`src/rtl/fetch_pkg.sv`:
```
// fetch_pkg: shared definitions for the instruction-fetch front end.
//   FETCH_RESET_PC : default fetch PC after reset
//   PC_INC         : sequential fetch stride in bytes
//   fetch_entry_t  : one buffered {pc, instr} pair
package fetch_pkg;

  localparam logic [31:0] FETCH_RESET_PC = 32'h0000_3000;
  localparam logic [31:0] PC_INC         = 32'd4;

  typedef struct packed {
    logic [31:0] pc;
    logic [31:0] instr;
  } fetch_entry_t;

endpackage

```
`src/rtl/fetch_fifo.sv`:
```
// fetch_fifo: circular queue of fetch_entry_t between fetch and decode.
// Ports:
//   clk, reset      : clock, async active-high reset (clears storage too)
//   push, din       : write din at the tail (ignored when full without pop)
//   pop             : drop the head (ignored when empty)
//   flush           : discard all entries; overrides push and pop
//   head            : entry at the read pointer (stale when empty)
//   full, empty     : occupancy flags
module fetch_fifo
  import fetch_pkg::*;
#(
  parameter int DEPTH = 2
) (
  input  logic         clk,
  input  logic         reset,
  input  logic         push,
  input  logic         pop,
  input  logic         flush,
  input  fetch_entry_t din,
  output fetch_entry_t head,
  output logic         full,
  output logic         empty
);

  localparam int AW = (DEPTH > 1) ? $clog2(DEPTH) : 1;
  localparam int CW = $clog2(DEPTH + 1);

  fetch_entry_t   mem_q [DEPTH];
  fetch_entry_t   mem_d [DEPTH];
  logic [AW-1:0]  rd_ptr_q, rd_ptr_d;
  logic [AW-1:0]  wr_ptr_q, wr_ptr_d;
  logic [CW-1:0]  count_q, count_d;
  logic           do_push, do_pop;

  assign full  = (count_q == CW'(DEPTH));
  assign empty = (count_q == '0);
  assign head  = mem_q[rd_ptr_q];

  // When full, a same-cycle pop frees the slot the write lands in
  // (wr_ptr == rd_ptr), so push+pop while full is safe.
  assign do_push = push && (!full || pop);
  assign do_pop  = pop && !empty;

  always_comb begin
    mem_d    = mem_q;
    rd_ptr_d = rd_ptr_q;
    wr_ptr_d = wr_ptr_q;
    count_d  = count_q;
    if (flush) begin
      rd_ptr_d = '0;
      wr_ptr_d = '0;
      count_d  = '0;
    end else begin
      if (do_push) begin
        mem_d[wr_ptr_q] = din;
        wr_ptr_d        = wr_ptr_q + AW'(1);
      end
      if (do_pop) begin
        rd_ptr_d = rd_ptr_q + AW'(1);
      end
      case ({do_push, do_pop})
        2'b10:   count_d = count_q + CW'(1);
        2'b01:   count_d = count_q - CW'(1);
        default: count_d = count_q;
      endcase
    end
  end

  always_ff @(posedge clk or posedge reset) begin
    if (reset) begin
      for (int i = 0; i < DEPTH; i++) begin
        mem_q[i] <= '0;
      end
      rd_ptr_q <= '0;
      wr_ptr_q <= '0;
      count_q  <= '0;
    end else begin
      mem_q    <= mem_d;
      rd_ptr_q <= rd_ptr_d;
      wr_ptr_q <= wr_ptr_d;
      count_q  <= count_d;
    end
  end

endmodule

```
`src/rtl/fetch_unit.sv`:
```
// fetch_unit: instruction-fetch front end. Owns the fetch PC, addresses the
// combinational IM, buffers {pc, instr} pairs and hands them to decode over
// valid/ready. A one-cycle redirect flushes the queue and restarts fetch.
// Ports:
//   clk, reset               : clock, async active-high reset
//   im_addr / im_instr       : IM address out, IM data in (same cycle)
//   redirect / redirect_pc   : flush + restart request and its target
//   out_valid / out_ready    : head handshake with decode
//   out_pc/out_instr/out_pc4 : head entry and its link value (pc + 4)
//   align_err                : sticky misaligned-redirect flag
// Optional feature macro: FETCH_ALIGN_CHECK_EN (adds align_err and a halt on
// a misaligned redirect target; without it the low target bits are dropped).
module fetch_unit
  import fetch_pkg::*;
#(
  parameter logic [31:0] RESET_PC = FETCH_RESET_PC,
  parameter int          QDEPTH   = 2
) (
  input  logic        clk,
  input  logic        reset,
  output logic [31:0] im_addr,
  input  logic [31:0] im_instr,
  input  logic        redirect,
  input  logic [31:0] redirect_pc,
  output logic        out_valid,
  input  logic        out_ready,
  output logic [31:0] out_pc,
  output logic [31:0] out_instr,
  output logic [31:0] out_pc4
`ifdef FETCH_ALIGN_CHECK_EN
  ,
  output logic        align_err
`endif
);

  logic [31:0]  fetch_pc_q, fetch_pc_d;
  logic         halted;
  logic         pop, push;
  logic         fifo_full, fifo_empty;
  fetch_entry_t fifo_din, fifo_head;

`ifdef FETCH_ALIGN_CHECK_EN
  logic halted_q, halted_d;
  logic align_err_q, align_err_d;

  always_comb begin
    halted_d    = halted_q;
    align_err_d = align_err_q;
    if (redirect && (redirect_pc[1:0] != 2'b00)) begin
      halted_d    = 1'b1;
      align_err_d = 1'b1;
    end
  end

  always_ff @(posedge clk or posedge reset) begin
    if (reset) begin
      halted_q    <= 1'b0;
      align_err_q <= 1'b0;
    end else begin
      halted_q    <= halted_d;
      align_err_q <= align_err_d;
    end
  end

  assign halted    = halted_q;
  assign align_err = align_err_q;
`else
  logic unused_redirect_lsbs;
  assign unused_redirect_lsbs = ^redirect_pc[1:0];
  assign halted = 1'b0;
`endif

  assign im_addr   = fetch_pc_q;
  assign out_valid = !fifo_empty;
  assign pop       = out_valid && out_ready;
  // Redirect wins over push: the IM word at the old PC is wrong-path.
  assign push      = !redirect && !halted && (!fifo_full || pop);

  assign fifo_din.pc    = fetch_pc_q;
  assign fifo_din.instr = im_instr;

  always_comb begin
    fetch_pc_d = fetch_pc_q;
    if (redirect) begin
      fetch_pc_d = {redirect_pc[31:2], 2'b00};
    end else if (push) begin
      fetch_pc_d = fetch_pc_q + PC_INC;
    end
  end

  always_ff @(posedge clk or posedge reset) begin
    if (reset) begin
      fetch_pc_q <= RESET_PC;
    end else begin
      fetch_pc_q <= fetch_pc_d;
    end
  end

  fetch_fifo #(
    .DEPTH (QDEPTH)
  ) u_fifo (
    .clk   (clk),
    .reset (reset),
    .push  (push),
    .pop   (pop),
    .flush (redirect),
    .din   (fifo_din),
    .head  (fifo_head),
    .full  (fifo_full),
    .empty (fifo_empty)
  );

  // Head outputs come from queue storage only; storage is cleared on reset,
  // so out_pc4 reads 4 out of reset.
  assign out_pc    = fifo_head.pc;
  assign out_instr = fifo_head.instr;
  assign out_pc4   = fifo_head.pc + PC_INC;

endmodule

```
`config.mk`:
```
export PLATFORM = sky130hd
export DESIGN_NAME = fetch_unit
export DESIGN_NICKNAME = d
export VERILOG_FILES = /design/src/rtl/fetch_pkg.sv /design/src/rtl/fetch_fifo.sv /design/src/rtl/fetch_unit.sv
export SDC_FILE = /design/constraint.sdc
export NUM_CORES = 1
export LEC_CHECK = 0
export ABC_AREA = 1
export CAP_MARGIN = 0
export CELL_PAD_IN_SITES_DETAIL_PLACEMENT = 0
export CELL_PAD_IN_SITES_GLOBAL_PLACEMENT = 1
export CORE_MARGIN = 4
export CORE_UTILIZATION = 39
export DETAILED_ROUTE_END_ITERATION = 10
export MAX_ROUTING_LAYER = met4
export PLACE_DENSITY = 0.94
export SETUP_SLACK_MARGIN = 0.2
export SYNTH_ARGS = -nofsm -noshare
export SYNTH_HDL_FRONTEND = slang
export SYNTH_SLANG_ARGS = --single-unit
```
`constraint.sdc`:
```
create_clock -name clk -period 11.1 [get_ports clk]
set_clock_uncertainty 0.1 [all_clocks]
set_input_delay 1.11 -clock clk [delete_from_list [all_inputs] [get_ports clk]]
set_output_delay 1.11 -clock clk [all_outputs]
set_load 0.005 [all_outputs]
```
After elaboration in Yosys (flattened, before gate mapping)
Index checks and enable logic that the tools add are counted.
{"block": "word_totals", "in_bits": 68, "elab_cells": 52, "ff_bits": 164}
{"block": "op_classes", "addsub": 6, "n_eq_ne": 3, "reduce_logical": 15, "order_cmp": 3, "n_mux": 14, "n_bitwise": 3}
{"operator": "2-to-1 mux 64 bit", "count": 4}
{"operator": "bitwise mux 128 bit", "count": 1}
{"operator": "adder 32 x 3 -> 32 bit (second input constant)", "count": 2}
{"operator": "demux 64 bit (select 1 bit)", "count": 1}
{"operator": "2-to-1 mux 32 bit", "count": 2}
{"operator": "nonzero test 2 bit", "count": 3}
{"operator": "logical AND 1 bit", "count": 5}
{"operator": "== test 2 bit (second input constant)", "count": 2}
{"operator": ">= comparator 2 bit (second input constant)", "count": 2}
{"operator": "2-to-1 mux 1 bit", "count": 4}
{"operator": "inverter 1 -> 2 bit", "count": 2}
{"operator": "case mux 2 bit (2 select lines)", "count": 1}
{"operator": "logical NOT 1 bit", "count": 3}
{"operator": "nonzero test 3 bit", "count": 1}
{"operator": "adder 1 bit (second input constant)", "count": 2}
{"operator": "adder 2 x 1 -> 2 bit (second input constant)", "count": 1}
{"operator": "== test 2 x 1 -> 1 bit (second input constant)", "count": 1}
{"operator": "logical NOT 2 bit", "count": 1}
{"operator": "less-than comparator 2 x 1 -> 1 bit (second input constant)", "count": 1}
{"operator": "2-to-1 mux 2 bit", "count": 1}
{"operator": "AND reduction 2 bit", "count": 1}
{"operator": "subtractor 2 x 1 -> 2 bit (second input constant)", "count": 1}
{"operator": "logical OR 1 bit", "count": 1}
{"operator": "inverter 1 bit", "count": 1}

Logic depth before layout (Yosys ltp)
{"block": "depth", "depth_word": 9, "depth_mapped": 13}

By module
A second synthesis with hierarchy kept.
{"block": "hier_totals", "hier_cells": 1220, "area_unflattened_um2": 9318.9}
{"module": "fetch_fifo", "area_each_um2": 6321.1, "n_inst": 1, "cells_per_inst": 723}
{"module": "fetch_unit", "area_each_um2": 2997.9, "n_inst": 1, "cells_per_inst": 497}

Worst setup path after synthesis
No wires, ideal clock.
{"block": "synth_timing", "path_type": "reg2out", "startpoint": "register u_fifo.rd_ptr_q", "endpoint": "output port out_pc4[12]", "path_slack_ns": 8.053, "t_required_ns": 9.890, "arrival_time_ns": 1.837, "path_buffers": 2, "path_stages_with_launch": 12, "cell_sequence": "dfrtp_1 > buf_6 > inv_8 > buf_2 > nand2_1 > o21ai_1 > ha_1 > nand3_2 > inv_1 > nand2_2 > nor2_4 > xor2_1"}
{"block": "synth_between", "elab_chain_cells": 5}
{"item": "from (decl)", "line_no": "fetch_fifo.sv:30", "rtl": "logic [AW-1:0] rd_ptr_q, rd_ptr_d;"}
{"item": "from (signal assigned)", "line_no": "fetch_fifo.sv:79", "rtl": "rd_ptr_q <= rd_ptr_d;"}
{"item": "inverter 1 -> 2 bit (implied by the code)", "line_no": "fetch_fifo.sv:37", "rtl": "assign head = mem_q[rd_ptr_q];"}
{"item": "2-to-1 mux 64 bit (implied by the code) (3 in series)", "line_no": "fetch_fifo.sv:37"}
{"item": "named net out_pc[2]", "line_no": "fetch_unit.sv:27", "rtl": "output logic [31:0] out_pc,"}
{"item": "adder 32 x 3 -> 32 bit", "line_no": "fetch_unit.sv:117", "rtl": "assign out_pc4 = fifo_head.pc + PC_INC;"}
{"item": "to (decl)", "line_no": "fetch_unit.sv:29", "rtl": "output logic [31:0] out_pc4"}
The timed path passes the listed nets, and every way through them passes these cells. The select of a mux whose other input is x is not followed.

Final worst setup path
{"block": "layout_timing", "startpoint": "register u_fifo.rd_ptr_q", "endpoint": "output port out_pc4[16]"}
{"block": "layout_between", "elab_chain_cells": 5}
{"item": "inverter 1 -> 2 bit (implied by the code)", "line_no": "fetch_fifo.sv:37"}
{"item": "2-to-1 mux 64 bit (implied by the code) (3 in series)", "line_no": "fetch_fifo.sv:37"}
{"item": "adder 32 x 3 -> 32 bit", "line_no": "fetch_unit.sv:117"}
No other way between the ends. The select of a mux whose other input is x is not followed.

==> results.cfg <==
[synthesis]
ys.flop_type = dfrtp_1
ys_async_sr_fraction = 1.000
synth_commonest_cells = nand2_1 (576), dfrtp_1 (156), o21ai_0 (140), inv_1 (135), nor2_1 (115)
synth_most_common_cell = nand2_1
synth_area_um2 = 9326
synth_warnings = 0
yosysTopAreaCellShare = 0.4186
synth-seq-cells = 158
ys_seq_area_frac = 0.4242
yosys.area.top_type = dfrtp_1
synth_edf_count = 0
synthTopCellsByArea = dfrtp_1 (42%), nand2_1 (23%), o21ai_0 (7.5%)
synthCells = 1360
ys_types = 38
postSynthAreaPerCell_um2 = 6.858

[detailed_routing]
detail_route.wl_per_cell_um = 14.79
drtPass1Iterations = 5
drtAntennaViolNets = 0
wl_um = 27340
drtIter0Drc = 753
vias = 8909
drc_errors = 0
via_per_inst = 4.821

[clock_tree]
cts-root-buf = clkbuf_16
numCtsBuffers = 17
cts_hold_buf = 0
post_cts_buffers = 0
cts_tree = done
clk_latency_ns = 0.42
cts_resized = 0
cts.clk_slew.worst_paths_ns = 0.07
numClockSinks = 158
cts.path.max_buffers = 2
htree_levels = 4

[run_status]
status = finished clean

[pwr]
irDropWorstVdd_mv = 0.09718
p_leak_nw = 5.714
p_per_area_nw_per_um2 = 163.6

[critical_path]
crit_start = u_fifo.rd_ptr_q$_DFFE_PP0P_
end_kind = output pin
r2r_cells = 8
endpoint = out_pc4[16]
crit_arrival_ns = 3.80
r2r_end = im_addr[21]$_DFFE_PP0P_
required_ns = 9.89
cp_max_fo = 80
startpoint_type = register
r2r-start = u_fifo.count_q[1]$_DFFE_PP0P_
reg2reg_slack_ns = 8.44
crit_type = register to output pin

[sta]
max-slew-margin-rel = 0.2031
drv_slew = 0
period_share = 0.4516
finalSetupViolCount = 0
setup_slack_ns = 6.087
grt_setup_unrepaired = no
setup_tns_ns = 0
max_slew.worst_pin.slew_ns = 1.195
final.min_clock_period_ns = 5.013
fmax_mhz = 199.5
hold_viol_final = 0

[floorplanning]
rows = 56
core_um2 = 23470
die_area_um2 = 26450
die_h_um = 162.6
ioPinCount = 197
die_x_um = 162.6
initial_core_util = 0.3973

[layout]
drive_above_1_share = 0.06606
n_antenna_cell = 0
num-fill-cells = 2303
nNetsFinal = 1587
area_delta_synth_final_pct = 26.78

[placement]
port-buffer-count = 188
gp_congestion = 0.9024
dp_slack_ns = 6.547
dp_hpwl_um = 19920

[global_route]
antenna_found_initial = 0
grt_overflow = 0
track_usage = 0.2151
first_global_vias = 8512
grt_start_max_net_pins = 125
grt_first_pass_wirelength_um = 44330

[hold_path]
whs_path_depth = 2
hp-class = register to register

[flow_run]
cap_violations = 0
-- sequential cells by signal (all words and copies together) (netlist names) --
signal,flops
im_addr,30
u_fifo.count_q,2
u_fifo.mem_q,124
u_fifo.rd_ptr_q,1
u_fifo.wr_ptr_q,1
-- cell usage in the layout (no fill, tap or decap), types with 2 or more instances in the layout --
cell type	count
nand2_1	576
clkdlybuf4s50_1	188
dfrtp_1	155
o21ai_0	140
inv_1	134
nor2_1	115
nand3_1	56
nand2_2	27
clkbuf_16	17
xor2_1	13
nor2_2	11
a21oi_1	10
nand4_1	9
o21ai_1	7
nor2_4	7
nand2_4	6
conb_1	6
nor3_1	5
buf_4	5
inv_2	4
inv_6	3
a211oi_1	3
o211ai_1	3
clkinv_2	3
clkinv_4	3
clkinvlp_4	3
xnor2_1	2
a31oi_1	2
ha_1	2
bufinv_16	2
dfstp_2	2
-- cell type report --
class	instances	area, µm²	share of cell area
inverters	141	541.8	0.04582
multi-input cells	1006	4425	0.3743
flip-flops and latches	158	3958	0.3347
well taps	319	399.1	0.03376
clock inverters	13	141.4	0.01196
clock buffers	18	439.2	0.03714
repair buffers	193	1919	0.1623
-- cells by family after synthesis --
group	after synthesis	share of synthesized area
other cells	1	0.0004021
flops	158	0.4242
buf+inv	201	0.1038
simple gates	816	0.3617
xor+xnor	15	0.01409
fa+ha+maj	2	0.002683
compound gates	167	0.09310
-- metrics by stage --
step	total power [mW]	instance area [µm²]	util	instances	hold WS, ns
after detailed placement	1.373	11240	0.4790	1817	0.3654
final	1.935	11820	0.5037	1848	0.3805
after floorplan	1.071	9345	-	1365	0.3457
after CTS	1.955	11820	0.5037	1848	0.3818
after global placement	1.356	11240	0.4790	1817	0.3585
after global routing	2.060	11820	0.5037	1848	0.3994
-- how the worst min path moves through the flow --
| stage | start | endpoint |
|---|---|---|
| after CTS | u_fifo.mem_q[63]$_DFFE_PP0P_ | u_fifo.mem_q[63]$_DFFE_PP0P_ |
| after global placement | u_fifo.mem_q[63]$_DFFE_PP0P_ | u_fifo.mem_q[63]$_DFFE_PP0P_ |
| after floorplan | u_fifo.mem_q[63]$_DFFE_PP0P_ | u_fifo.mem_q[63]$_DFFE_PP0P_ |
| final | u_fifo.mem_q[63]$_DFFE_PP0P_ | u_fifo.mem_q[63]$_DFFE_PP0P_ |
| after detailed placement | u_fifo.mem_q[63]$_DFFE_PP0P_ | u_fifo.mem_q[63]$_DFFE_PP0P_ |
| after global routing | u_fifo.mem_q[123]$_DFFE_PP0P_ | u_fifo.mem_q[123]$_DFFE_PP0P_ |
-- critical path, cell delays in order (launching register included) --
cell             delay (ns)
dfrtp_2                0.84
inv_8                  0.35
o21ai_1                0.33
ha_1                   0.36
nand3_2                0.24
nor2_1                 0.38
nand2_1                0.12
xor2_1                 0.17
clkdlybuf4s50_1        0.53
-- power by group --
part	switching (mW)	total, mW	leakage (nW)	internal, mW
combinational	0.319	0.595	3.51	0.277
sequential	0.0811	0.764	1.93	0.683
clock	0.239	0.575	0.279	0.337
total	0.639	1.93	5.71	1.30
-- per-layer routing --
metal	track usage	vias to the layer above	part of all wire
li1	-	4485	-
met1	0.3033	4123	0.47
met2	0.3285	273	0.46
met3	0.03569	28	0.055
met4	0.04956	0	0.014
met5	-	-	0
(Power assumes the default switching activity.)
